--- src/rtl/uart_tx_arbiter.sv ---
// Round-robin arbiter funnelling NUM_SRC AXI-stream byte sources into one UART
// transmitter stream; a grant lasts one packet or at most MAX_BEATS bytes.
module uart_tx_arbiter #(
   parameter int NUM_SRC   = 4,
   parameter int MAX_BEATS = 64,
   parameter int IDW       = $clog2(NUM_SRC)
) (
   input  logic                 clk_i,
   input  logic                 rst_i,
   input  logic [NUM_SRC*8-1:0] s_axis_tdata_i,
   input  logic [NUM_SRC-1:0]   s_axis_tvalid_i,
   input  logic [NUM_SRC-1:0]   s_axis_tlast_i,
   output logic [NUM_SRC-1:0]   s_axis_tready_o,
   output logic [7:0]           m_axis_tdata_o,
   output logic                 m_axis_tvalid_o,
   input  logic                 m_axis_tready_i,
   output logic [IDW-1:0]       grant_id_o,
   output logic                 busy_o,
   output logic                 trunc_o
);

   typedef enum logic {IDLE, PASS} state_e;

   localparam logic [15:0] LAST_BEAT = 16'(MAX_BEATS - 1);

   state_e         state_q;
   logic [IDW-1:0] grant_q, grant_d, last_q;
   logic [15:0]    beat_q;
   logic           trunc_q;
   logic [7:0]     g_data;
   logic           g_valid, g_last, hs;

   // Round-robin pick: lowest requester above last_q, otherwise the lowest
   // requester overall (the wrap-around case, which also covers last_q itself).
   always_comb begin
      // NOTE: every combinational output gets a default first so no path leaves it unassigned (no latch).
      grant_d = last_q;
      for (int k = NUM_SRC - 1; k >= 0; k--) begin
         if (s_axis_tvalid_i[k]) grant_d = IDW'(k);
      end
      for (int k = NUM_SRC - 1; k >= 0; k--) begin
         if (s_axis_tvalid_i[k] && (IDW'(k) > last_q)) grant_d = IDW'(k);
      end
   end

   always_comb begin
      g_data          = 8'h00;
      g_valid         = 1'b0;
      g_last          = 1'b0;
      s_axis_tready_o = '0;
      for (int k = 0; k < NUM_SRC; k++) begin
         if (grant_q == IDW'(k)) begin
            g_data             = s_axis_tdata_i[8*k +: 8];
            g_valid            = s_axis_tvalid_i[k];
            g_last             = s_axis_tlast_i[k];
            s_axis_tready_o[k] = (state_q == PASS) & m_axis_tready_i;
         end
      end
   end

   assign busy_o          = (state_q == PASS);
   assign m_axis_tvalid_o = busy_o & g_valid;
   assign m_axis_tdata_o  = busy_o ? g_data : 8'h00;
   assign hs              = m_axis_tvalid_o & m_axis_tready_i;
   assign grant_id_o      = grant_q;
   assign trunc_o         = trunc_q;

   // NOTE: sequential state uses non-blocking assignments so every register samples pre-edge values.
   always_ff @(posedge clk_i) begin
      if (rst_i) begin
         state_q <= IDLE;
         grant_q <= '0;
         last_q  <= IDW'(NUM_SRC - 1);
         beat_q  <= '0;
         trunc_q <= 1'b0;
      end else begin
         trunc_q <= 1'b0;
         case (state_q)
            IDLE: begin
               if (|s_axis_tvalid_i) begin
                  grant_q <= grant_d;
                  state_q <= PASS;
               end
            end
            PASS: begin
               if (hs) begin
                  if (g_last || (beat_q == LAST_BEAT)) begin
                     state_q <= IDLE;
                     last_q  <= grant_q;
                     beat_q  <= '0;
                     trunc_q <= ~g_last;
                  end else begin
                     beat_q <= beat_q + 16'd1;
                  end
               end
            end
         endcase
      end
   end

endmodule
--- config.mk ---
export PLATFORM = sky130hd
export DESIGN_NAME = uart_tx_arbiter
export DESIGN_NICKNAME = d
export VERILOG_FILES = /design/src/rtl/uart_tx_arbiter.sv
export SDC_FILE = /design/constraint.sdc
export NUM_CORES = 1
export LEC_CHECK = 0
export BUFFER_PORTS_ARGS = -buffer_cell sky130_fd_sc_hd__buf_2
export CAP_MARGIN = 20
export CELL_PAD_IN_SITES_DETAIL_PLACEMENT = 1
export CELL_PAD_IN_SITES_GLOBAL_PLACEMENT = 1
export CORE_ASPECT_RATIO = 0.8
export CORE_MARGIN = 2
export CORE_UTILIZATION = 35
export CTS_CLUSTER_SIZE = 14
export DETAILED_ROUTE_END_ITERATION = 16
export GPL_TIMING_DRIVEN = 0
export PLACE_DENSITY = 0.83
export SLEW_MARGIN = 20
export SYNTH_ARGS = -nofsm -noshare
export SYNTH_HDL_FRONTEND = slang
export SYNTH_SLANG_ARGS = --single-unit
--- constraint.sdc ---
create_clock -name clk_i -period 2.35 [get_ports clk_i]
set_input_delay 0.47 -clock clk_i [delete_from_list [all_inputs] [get_ports clk_i]]
set_output_delay 0.47 -clock clk_i [all_outputs]
set_load 0.02 [all_outputs]
==> impl_metrics.csv <==
group,metric,value,unit
timing,final_hold_viol_count,0,
placed_design,port_buffers,58,
global_routing,busiest_layer,"met2",
job,drv_cap,0,
clocking,htree_levels,1,
global_routing,use_met1,0.285,
routing,viasPerCell,5.63,
hold_path,min_from,"beat_q[9]",
synthesis,synth_area,1530,µm²
critical_path,reg2reg_from,"grant_id_o[0]",
floorplanning,ios,60,
global_routing,groute.layer.met2.usage,0.350,
clocking,clock_latency,0.26,ns
critical_path,crit_start,"grant_id_o[0]",
critical_path,cp.arrival,1.76,ns
floorplanning,die_area,4920,µm²
synthesis,synth_area_leaders,"dfxtp_1 (29%), mux4_2 (15%), a21oi_1 (5.6%), and2_1 (4.9%), nand2_1 (3.4%)",
floorplanning,core,4200,µm²
global_routing,grt_remaining_overflow,0,
cells_and_area,final_area,2010,µm²
synthesis,synth_ff_type,"dfxtp_1",
synthesis,synth_cells,180,
routing,drtPass1Iterations,4,
timing,finalClockSkew,0.00123,ns
placed_design,gp_congestion,0.852,
floorplanning,start_util,0.364,
synthesis,synthesis.nets,224,
timing,drv_slew,0,
hold_path,hold_class,"reg2reg",
critical_path,worst_setup_path_start_kind,"flop",
placed_design,placed_area,1890,µm²
floorplanning,die_h,63.2,µm
routing,routed_wl,5080,µm
critical_path,endpoint_kind,"output port",
global_routing,antenna_found_initial,0,
routing,vias,1694,
synthesis,synth_top_cell_area_share,0.288,
global_routing,grt_max_degree,14,
timing,setup_tns,0,ns
clocking,ctsHoldBuffers,0,
floorplanning,die_w,78.0,µm
clocking,numCtsBuffers,3,
pwr,peakVddDrop,223,µV
synthesis,synthArstFlopShare,0,
global_routing,grt_pass1_vias,1692,
pwr,p_per_area,501,nW/µm²
clocking,tritoncts,"done",
synthesis,synth-seq-area-share,0.288,
hold_path,hold_depth,2,
synthesis,ys_types,45,
run_status,outcome,"finished clean",
cells_and_area,diodes,0,
critical_path,path_class,"reg2out",
critical_path,rr_worst_depth,5,
clocking,root_buffer,"clkbuf_8",
synthesis,yosys.area.top_type,"dfxtp_1",
timing,finalCritPeriodShare,0.947,
clocking,clk_path_buf_depth,2,
synthesis,ys_seq_elements,22,
timing,max_slew_margin,0.529,
routing,ant_nets,0,
cells_and_area,drive_above_1_share,0.348,
synthesis,syn_avg_cell_area,8.51,µm²
timing,post-route-min-period,2.23,ns
critical_path,crit_fanout,10,
clocking,cts.sinks,22,
routing,drt_iter0_markers,75,
timing,setup_viol,0,
critical_path,required,1.88,ns
clocking,clk_pin_slew,0.08,ns
global_routing,grt_use_total,0.210,
floorplanning,core.rowCount,21,
routing,route.detailed.drc,0,
routing,avgRoutedWirePerCell,16.9,µm
timing,fmax,0.449,GHz
pwr,p_leak,0.814,nW
synthesis,synth_edf_count,0,
timing,worst-slew-pin-transition,0.702,ns
global_routing,grt_pass1_wl,8350,µm
synthesis,ys_warn_count,0,
cells_and_area,final_nets,289,
timing,rsz0062_at_grt,"false",
global_routing,grtUsageMet3,0.0358,
cells_and_area,area_growth_syn_to_layout,31.0,%
placed_design,place_hpwl,3860,µm
## flip-flops by register name, indices dropped and copies added, names as in the netlist
name        cells
grant_id_o      2
beat_q         16
last_q          2
trunc_o         1
busy_o          1
## through the flow
| step | hold slack, ns | setup slack (ns) | cells | power [W] | util |
|---|---|---|---|---|---|
| after global placement | 0.480 | 0.0399 | 295 | 0.000645 | 0.450 |
| after floorplan | 0.458 | 0.149 | 180 | 0.000557 | - |
| after global routing | 0.549 | 0.00865 | 301 | 0.00106 | 0.477 |
| final | 0.529 | 0.125 | 301 | 0.00101 | 0.477 |
| after detailed placement | 0.491 | 0.0464 | 295 | 0.000652 | 0.450 |
| after CTS | 0.504 | 0.0122 | 299 | 0.00101 | 0.468 |
## cells by family (layout without fill, tap and decap cells)
kind of cell,after synthesis,count (layout),synth area share
buf+inv,15,79,0.0449
compound gates,44,44,0.174
mux,12,12,0.160
xor+xnor,1,1,0.00572
simple gates,85,85,0.319
fa+ha+maj,1,1,0.00817
flops,22,22,0.288
## what timing repair did
item                                    CTS  global route
endpoints found under the setup margin    4            13
pin swaps                                 0             0
buffers inserted                          0             2
resized for setup                         2             8
hold endpoints to repair                  0             0
## routing by layer
metal / share of wire / routed length [µm]
met1: 0.46 / 2350
met2: 0.50 / 2540
met3: 0.025 / 129
met4: 0.014 / 72
met5: 0 / 0
## layout make-up
class | instances | area [µm²]
clock buffer | 3 | 41.3
clock inverter | 1 | 30.0
fill | 531 | 2200
timing repair buffer | 60 | 305
inverter | 3 | 11.3
multi-input combinational | 143 | 1040
tap | 57 | 71.3
sequential | 22 | 440
buffer | 12 | 66.3
## cell usage after synthesis (3+ instances only)
library cell and n:
or3_1 5, a21oi_1 17, and3_1 5, dfxtp_1 22, nor4_1 5, a31oi_1 5
inv_1 3, nand2_1 14, nand4_1 3, or4_1 3, clkbuf_1 8, o21ai_0 8
nand3_1 9, nor2_1 10, and4_1 3, mux4_2 10, and2_1 12, nor3_1 4
## critical path, stage by stage (launching register included)
cell and delay (ns):
dfxtp_1 0.35, buf_6 0.16, buf_6 0.16, mux4_2 0.50
and2_1 0.16, buf_2 0.15
## report_power, final
part | switching (W) | internal (W)
Sequential | 0.00000748 | 0.000380
Combinational | 0.000143 | 0.000124
Clock | 0.000125 | 0.000227
Total | 0.000275 | 0.000731
## final timing paths
path	to	slack, ns
setup / recovery	m_axis_tdata_o[5]	0.12
hold / removal	beat_q[9]	0.53
setup reg to reg	beat_q[14]	0.15
hold reg to reg	beat_q[9]	0.53
## placed cells by master (no fill, tap or decap), types with 3 or more instances in the layout
cell type and n:
o21ai_0 8, nand2_1 14, inv_1 3, nor3_1 3, buf_4 3, or4_1 3, a31oi_1 5, a21oi_1 16
mux4_2 10, and3_1 5, nor2_1 10, clkbuf_8 3, and2_1 12, dfxtp_1 22, buf_2 59, or3_1 5
nand3_1 9, nand4_1 3, and4_1 3, nor4_1 5, clkbuf_1 6
Power figures use the tool's default switching activity.
